File: config.mk
export PLATFORM = sky130hd
export DESIGN_NAME = zion_basic_circuit_lib_skid_buf
export DESIGN_NICKNAME = d
export VERILOG_FILES = /design/src/rtl/zion_basic_circuit_lib_pkg.sv /design/src/rtl/zion_basic_circuit_lib_en_rc_dff.sv /design/src/rtl/zion_basic_circuit_lib_skid_buf.sv
export SDC_FILE = /design/constraint.sdc
export NUM_CORES = 1
export LEC_CHECK = 0
export BUFFER_PORTS_ARGS = -buffer_cell sky130_fd_sc_hd__buf_2
export CORE_AREA = 4 4 63 65
export DETAILED_ROUTE_END_ITERATION = 12
export DIE_AREA = 0 0 67 69
export PLACE_DENSITY_LB_ADDON = 0.2
export SYNTH_ARGS = -nofsm -noshare
export SYNTH_HDL_FRONTEND = slang
export SYNTH_SLANG_ARGS = --single-unit
File: constraint.sdc
create_clock -name clk -period 4.23 [get_ports clk]
set_input_delay 0.2115 -clock clk [delete_from_list [all_inputs] [get_ports clk]]
set_output_delay 0.2115 -clock clk [all_outputs]
set_load 0.05 [all_outputs]
File: src/rtl/zion_basic_circuit_lib_pkg.sv
// Shared types for the basic circuit library: skid buffer FSM states and reset configuration codes.
package zion_basic_circuit_lib_pkg;

  typedef enum logic [1:0] {
    EMPTY = 2'b00,
    BUSY  = 2'b01,
    FULL  = 2'b10
  } skid_state_e;

  // Reset flavours understood by ZionBasicCircuitLib_EnRcDff.
  localparam int RST_SYNC_HIGH  = 0;
  localparam int RST_ASYNC_HIGH = 1;
  localparam int RST_ASYNC_LOW  = 2;

endpackage

File: src/rtl/zion_basic_circuit_lib_en_rc_dff.sv
// Enabled data register with selectable reset flavour; holds its value whenever en is low.
module ZionBasicCircuitLib_EnRcDff
  import zion_basic_circuit_lib_pkg::*;
#(
  parameter int               WIDTH   = 8,
  parameter int               RST_CFG = RST_ASYNC_HIGH,
  parameter logic [WIDTH-1:0] INI     = '0
) (
  input  logic             clk,
  input  logic             rst,
  input  logic             en,
  input  logic [WIDTH-1:0] d,
  output logic [WIDTH-1:0] q
);

  generate
    if (RST_CFG == RST_ASYNC_HIGH) begin : g_async_high
      always_ff @(posedge clk or posedge rst) begin
        if (rst)     q <= INI;
        else if (en) q <= d;
      end
    end else if (RST_CFG == RST_ASYNC_LOW) begin : g_async_low
      always_ff @(posedge clk or negedge rst) begin
        if (!rst)    q <= INI;
        else if (en) q <= d;
      end
    end else begin : g_sync_high
      always_ff @(posedge clk) begin
        if (rst)     q <= INI;
        else if (en) q <= d;
      end
    end
  endgenerate

endmodule

File: src/rtl/zion_basic_circuit_lib_skid_buf.sv
// Two-entry skid buffer: fully registered valid/ready/data so neither handshake direction
// has a combinational path through the block; 1-cycle latency, full throughput.
module zion_basic_circuit_lib_skid_buf
  import zion_basic_circuit_lib_pkg::*;
#(
  parameter int               WIDTH    = 8,
  parameter logic [WIDTH-1:0] INI_DATA = '0
) (
  input  logic             clk,
  input  logic             rst,
  input  logic             iVld,
  output logic             oRdy,
  input  logic [WIDTH-1:0] iDat,
  output logic             oVld,
  input  logic             iRdy,
  output logic [WIDTH-1:0] oDat
);

  generate
    if (WIDTH < 1) begin : g_param_err
`ifdef CHECK_ERR_EXIT
      $fatal(1, "zion_basic_circuit_lib_skid_buf: WIDTH must be >= 1");
`else
      $error("zion_basic_circuit_lib_skid_buf: WIDTH must be >= 1");
`endif
    end
  endgenerate

  skid_state_e      state_q, state_d;
  logic             vld_q, rdy_q;
  logic             up_xfer, dn_xfer;
  logic             main_en, skid_en, main_from_skid;
  logic [WIDTH-1:0] main_d, skid_q;

  assign up_xfer = iVld && rdy_q;
  assign dn_xfer = vld_q && iRdy;

  always_comb begin
    state_d        = state_q;
    main_en        = 1'b0;
    skid_en        = 1'b0;
    main_from_skid = 1'b0;
    case (state_q)
      EMPTY: begin
        if (up_xfer) begin
          main_en = 1'b1;
          state_d = BUSY;
        end
      end
      BUSY: begin
        if (up_xfer && dn_xfer) begin
          main_en = 1'b1;
        end else if (dn_xfer) begin
          state_d = EMPTY;
        end else if (up_xfer) begin
          skid_en = 1'b1;
          state_d = FULL;
        end
      end
      FULL: begin
        // oRdy is low here, so only the downstream side can make progress.
        if (dn_xfer) begin
          main_en        = 1'b1;
          main_from_skid = 1'b1;
          state_d        = BUSY;
        end
      end
      default: state_d = EMPTY;
    endcase
  end

  assign main_d = main_from_skid ? skid_q : iDat;

  // Handshake outputs are registered from the next state rather than decoded from state_q.
  always_ff @(posedge clk or posedge rst) begin
    if (rst) begin
      state_q <= EMPTY;
      vld_q   <= 1'b0;
      rdy_q   <= 1'b1;
    end else begin
      state_q <= state_d;
      vld_q   <= (state_d != EMPTY);
      rdy_q   <= (state_d != FULL);
    end
  end

  assign oVld = vld_q;
  assign oRdy = rdy_q;

  ZionBasicCircuitLib_EnRcDff #(
    .WIDTH   (WIDTH),
    .RST_CFG (RST_ASYNC_HIGH),
    .INI     (INI_DATA)
  ) u_main (
    .clk (clk),
    .rst (rst),
    .en  (main_en),
    .d   (main_d),
    .q   (oDat)
  );

  ZionBasicCircuitLib_EnRcDff #(
    .WIDTH   (WIDTH),
    .RST_CFG (RST_ASYNC_HIGH),
    .INI     (INI_DATA)
  ) u_skid (
    .clk (clk),
    .rst (rst),
    .en  (skid_en),
    .d   (iDat),
    .q   (skid_q)
  );

endmodule
Yosys cells after proc, flatten, opt, wreduce, memory -nomap -nowiden
Index checks and enable logic that the tools add are counted.

storage, ports and cells
  bits in registers = 20
  bits of input ports = 12

cells by class
  equality and inequality tests = 3
  muxes and demuxes = 15
  reductions and logical operators = 5

operator list
  cell                  number
  $mux W2               5
  $mux W8               1
  $mux W1               7
  $pmux W2 S3           1
  $logic_and A1 B1 Y1   3
  $pmux W1 S3           1
  $eq A2 B1 Y1 const B  1
  $eq A2 B2 Y1 const B  1
  $logic_not A2 Y1      1
  $ne A2 B2 Y1 const B  1
  $reduce_bool A2 Y1    1

Logic depth before layout (Yosys ltp)
  word-level depth = 6
  gate-level depth with buffers = 4
  gate-level depth less buffers = 3

Cells and area by module
From an unflattened synthesis, not the netlist that was laid out.

second synthesis, totals
  cells, all modules = 65
  area total of the unflattened synthesis = 985.9 um^2

modules (own cells, without submodules)
  module                           times used  cells each  area each (um^2)  sequential area each (um^2)
  ZionBasicCircuitLib_EnRcDff      2           18          335.3             200.2
  zion_basic_circuit_lib_skid_buf  1           29          315.3             101.3

Worst setup path after synthesis
Ideal clock, no wire load.

  path type = reg2reg
  start = register vld_q, in the netlist oVld
  end = register u_main.q[0]
  setup time = 0.125 ns
  data arrival time = 1.631 ns
  data required time = 4.105 ns
  setup slack = 2.474 ns
  cell stages (with the launch flop) = 4
  path buffers = 0
  cell sequence = dfrtp_1 a21boi_2 o31ai_4 mux2_2

between the ends
  cells in the longest elaborated chain, start to end = 4

ends and longest elaborated chain
  item                                                   RTL line                                                                      RTL
  start, declared                                        zion_basic_circuit_lib_skid_buf.sv:30                                         logic vld_q, rdy_q;
  start signal, assigned                                 zion_basic_circuit_lib_skid_buf.sv:82                                         vld_q <= (state_d != EMPTY);
  $logic_and A1 B1 Y1 *                                  zion_basic_circuit_lib_skid_buf.sv:36                                         assign dn_xfer = vld_q && iRdy;
  $logic_and A1 B1 Y1 / $mux W1 (equally long branches)  zion_basic_circuit_lib_skid_buf.sv:51, zion_basic_circuit_lib_skid_buf.sv:62
  $mux W1, on equally long branches                      zion_basic_circuit_lib_skid_buf.sv:51, zion_basic_circuit_lib_skid_buf.sv:43
  $pmux W1 S3 / $mux W8 (equally long branches)          zion_basic_circuit_lib_skid_buf.sv:43, zion_basic_circuit_lib_skid_buf.sv:72
  end signal, assigned                                   zion_basic_circuit_lib_en_rc_dff.sv:19                                        if (rst) q <= INI;
  end signal, assigned                                   zion_basic_circuit_lib_en_rc_dff.sv:20                                        else if (en) q <= d;
  end, declared                                          zion_basic_circuit_lib_en_rc_dff.sv:13                                        output logic [WIDTH-1:0] q

Mark *: on every way between the ends. The rest lies on a longest branch, timed or not.
A chain may end at the register's enable or synchronous reset.

Worst setup path after layout
  start = register vld_q, in the netlist oVld
  end = register u_main.q[2]

The elaborated chain is that of the path after synthesis.

==> results list <==
* Residual antenna-violating net count after detailed routing: 0
* Max-slew violation count: 0
* Hold Crit Class: primary input to asynchronous set/reset pin
- Worst endpoint data arrival time: ~2.2 ns
- Critical path's slowest cell: sky130_fd_sc_hd__nand4b_1
- Final setup fails: 0
- DR vias/cell: 4.50
- H-tree levels: 1
* Starting density of the core: 0.278
- 22 I/O pins were placed.
- The number of antenna violations at the first check in global routing is 0.
- Clock skew on the completed layout was measured at 0.0210 ns.
- Of all nets on the critical path, the largest fanout is 10.
* Root Buffer: sky130_fd_sc_hd__clkbuf_4
- The finished cells cover 1130 um2.
- Fill cells in the final layout number around 350.
* Number of buffers inserted by port buffering: 21
* Delay of the slowest cell on the worst path: 0.64 ns
- Post-CTS clock slew at the launch and capture registers of the worst setup and hold paths: 0.13 ns
- At the end of routability-driven placement, the weighted congestion stood at 0.811.
- Antenna diode count: 0
* Yosys warns: 0
- Min setup slack post-route: 2.17 ns
- The flow ran to the end, and the final reports show no timing, DRC or antenna violations.
* Area enclosed by the die boundary: 4620 um2
* HPWL reported at the end of detailed placement: 1.17 mm
- Number of hold buffers added after CTS: 0
- The routed layout has between 500 and 600 vias.
* Internal power contribution: between 0.0005 and 0.0006 W
- Synth-to-layout area growth: 22.0%
- Critical path's top delay family: simple AND/OR/NAND/NOR gates
- Max Freq: between 0.4 and 0.5 GHz
- Least-Margin Pin Slew: 0.785 ns
- In the routed design, unresolved DRC markers number 0.
- Max transition margin: 0.476
* Crit path buffers/inverters: 0
- Die H: 69 um
* Post-Synthesis Cell Area: 927 um2
- The number of nets handed over by synthesis was about 70.
- Cell count along the critical path: 3
- Standard-cell rows: 21
* Sequential-to-total area share from yosys stat: 0.541
- Ranked by instance count, the synthesized netlist is headed by 19 x sky130_fd_sc_hd__dfrtp_1, 15 x sky130_fd_sc_hd__mux2_2, 9 x sky130_fd_sc_hd__mux2_4.
- Clk sinks: 20
- In this run the mean area of a mapped cell was around 16 um2.
- Number of cells upsized or downsized after cts: 0
- The final layout contains 96 nets.
- After detailed routing, the total wire length is 1.66 mm.
* Share of the cycle needed by the critical path after routing: 0.486
- DRC violation total after the first TritonRoute iteration: 12
- Total global-route track usage: 0.0783
- For this run, asynchronously set or reset flops after synthesis account for 1.00.
* Netlist cell types: 16
* Pre-CTS worst setup slack: 2.18 ns
- After synthesis the netlist holds a flip-flop and latch count of 20.
- In this run the deepest clock path goes through 2 buffers.
- Number of global-route vias before repair: 593
* Setup tns final: 0 ns
* Worst hold slack: between 0.02 and 0.025 ns
* Switching portion of total power: 0.415
* Most used standard cell by instance count after synthesis: sky130_fd_sc_hd__dfrtp_1
* Min Tclk post-route: 2.06 ns
- The first TritonRoute pass finished after 2 iterations.
- Core Util, Final: 0.339
* Fraction of power consumed by combinational cells: 0.468
- The total overflow left after global routing is 0.
* Worst supply voltage drop on vdd: 280 uV
* Post-CTS setup buffer count: 0
* Unrepaired setup endpoints after global routing: no
- Detailed-route wire length per cell: between 10 and 15 um
- In the final layout, the share of cells above drive strength 1 is 0.639.
- For the worst-skew pair, the clock arrives at the later sink with an insertion delay of between 0.3 and 0.4 ns.
- Final hold violation count: 0
- Core area: 3340 um2
* Gate Count Post-Synth: 59
- The largest total area in the synthesized netlist belongs to sky130_fd_sc_hd__dfrtp_1.
- Of the total power, registers draw 0.368.
- Category of the worst setup path launch point: flop
- Data on the critical path is required at its endpoint by between 4 and 5 ns.
- TritonCTS clock tree: yes
- In this run the register-to-register setup slack is 2.17 ns.
* Largest net degree at the start of global routing: 21
- For this design the total switching power over the nets is a little under 0.0004 W.
- In this run the static leakage power is 0.535 nW.
* Number of buffers added by the clock tree synthesis step: 3
- Number of max-cap violations: 0
- Area share of the leading cell type in the synthesized netlist: 0.513
- Clock power frac: 0.165
- Ranking of synthesized cells by area: sky130_fd_sc_hd__dfrtp_1 51%, sky130_fd_sc_hd__mux2_2 18%, sky130_fd_sc_hd__mux2_4 15%, sky130_fd_sc_hd__dfstp_2 2.8%, sky130_fd_sc_hd__o31ai_4 2.3%
- Most used flip-flop cell after synthesis: sky130_fd_sc_hd__dfrtp_1
- The critical path is of the flop to flop type.
- Cell depth of the worst flop-to-flop path: 3
- Post-synth EDFFs: 0
- Traced cell by cell, the critical path runs through nand4b_1 > o31ai_4 > mux2_2.
* Element type at the critical path end: flop
- Chip Width: about 67 um
- Global-route wire length before repair: 2.75 mm
- PD cells: 844 nW/um2
- Post-placement cell area: between 1000 and 1500 um2
cell families (layout without fill, tap and decap cells):
group / after synthesis / in the layout / share of synthesized area
AOI/OAI and AO/OA: 7 / 7 / 0.0702
xor gates and xnor gates: 1 / 1 / 0.00945
buffers and inverters: 3 / 27 / 0.0202
DFF: 20 / 20 / 0.541
muxes: 24 / 24 / 0.328
and+or+nand+nor: 4 / 4 / 0.0310
stage by stage:
| stage | std cells | power (W) |
|---|---|---|
| 4_1_cts | 129 | 0.000966 |
| 2_1_floorplan | 59 | 0.000711 |
| 5_1_grt | 129 | 0.00101 |
| 3_5_place_dp | 125 | 0.000807 |
| 6_report | 129 | 0.000954 |
| 3_3_place_gp | 125 | 0.000798 |
layout by cell type, fill, tap and decap left out, types with 2 or more instances in the layout:
| cell type | netlist | final |
|---|---|---|
| sky130_fd_sc_hd__clkbuf_4 | 0 | 3 |
| sky130_fd_sc_hd__mux2_4 | 9 | 9 |
| sky130_fd_sc_hd__buf_2 | 0 | 21 |
| sky130_fd_sc_hd__mux2_2 | 15 | 15 |
| sky130_fd_sc_hd__inv_1 | 2 | 2 |
| sky130_fd_sc_hd__o21ai_0 | 2 | 2 |
| sky130_fd_sc_hd__nand4b_1 | 2 | 2 |
| sky130_fd_sc_hd__dfrtp_1 | 19 | 19 |
flip-flops by register name, summed over array words and instances (netlist names):
register,cells
u_main.q,8
u_skid.q,8
state_q,2
oRdy,1
oVld,1
worst paths after layout:
path	end	startpoint
worst min register to register	u_main.q[3]$_DFFE_PP0P_	u_main.q[3]$_DFFE_PP0P_
worst max register to register	u_main.q[2]$_DFFE_PP0P_	oVld$_DFF_PP0_
min in group clk	u_skid.q[4]$_DFFE_PP0P_	iDat[4]
worst min-delay path	oVld$_DFF_PP0_	rst
worst max-delay path	u_main.q[2]$_DFFE_PP0P_	oVld$_DFF_PP0_
max in group asynchronous	u_skid.q[0]$_DFFE_PP0P_	rst
power by group through the flow:
stage / registers [W] / clock network [W] / logic (W)
floorplan: 0.000517 / 0 / 0.000194
global placement: 0.000351 / 0 / 0.000447
detailed placement: 0.000355 / 0 / 0.000452
CTS: 0.000351 / 0.000163 / 0.000452
global route: 0.000364 / 0.000171 / 0.000476
finish: 0.000351 / 0.000157 / 0.000446
metal layers:
| metal | part of all wire | global-route usage | up-vias |
|---|---|---|---|
| met4 | 0.0048 | 0.0203 | 0 |
| met2 | 0.46 | 0.115 | 21 |
| met3 | 0.080 | 0.0390 | 2 |
| li1 | - | - | 264 |
| met5 | 0 | 0 | - |
| met1 | 0.45 | 0.102 | 294 |
area by class of cell:
| cell class | count | area, um2 | area share |
|---|---|---|---|
| flip-flops and latches | 20 | 502 | 0.444 |
| multi-input cells | 36 | 407 | 0.360 |
| repair buffers | 21 | 105 | 0.0929 |
| well taps | 46 | 57.6 | 0.0509 |
| clock inverters | 1 | 30.0 | 0.0265 |
| clock buffers | 3 | 22.5 | 0.0199 |
| inverters | 2 | 7.51 | 0.00664 |
worst reg2reg max path: cells and delay by family, from the launching register on:
family             cells  cell delay [ns]
and+or+nand+nor        1             0.64
DFF                    1             0.48
muxes                  1             0.39
AOI/OAI and AO/OA      1             0.41
Power figures use the tool's default switching activity.
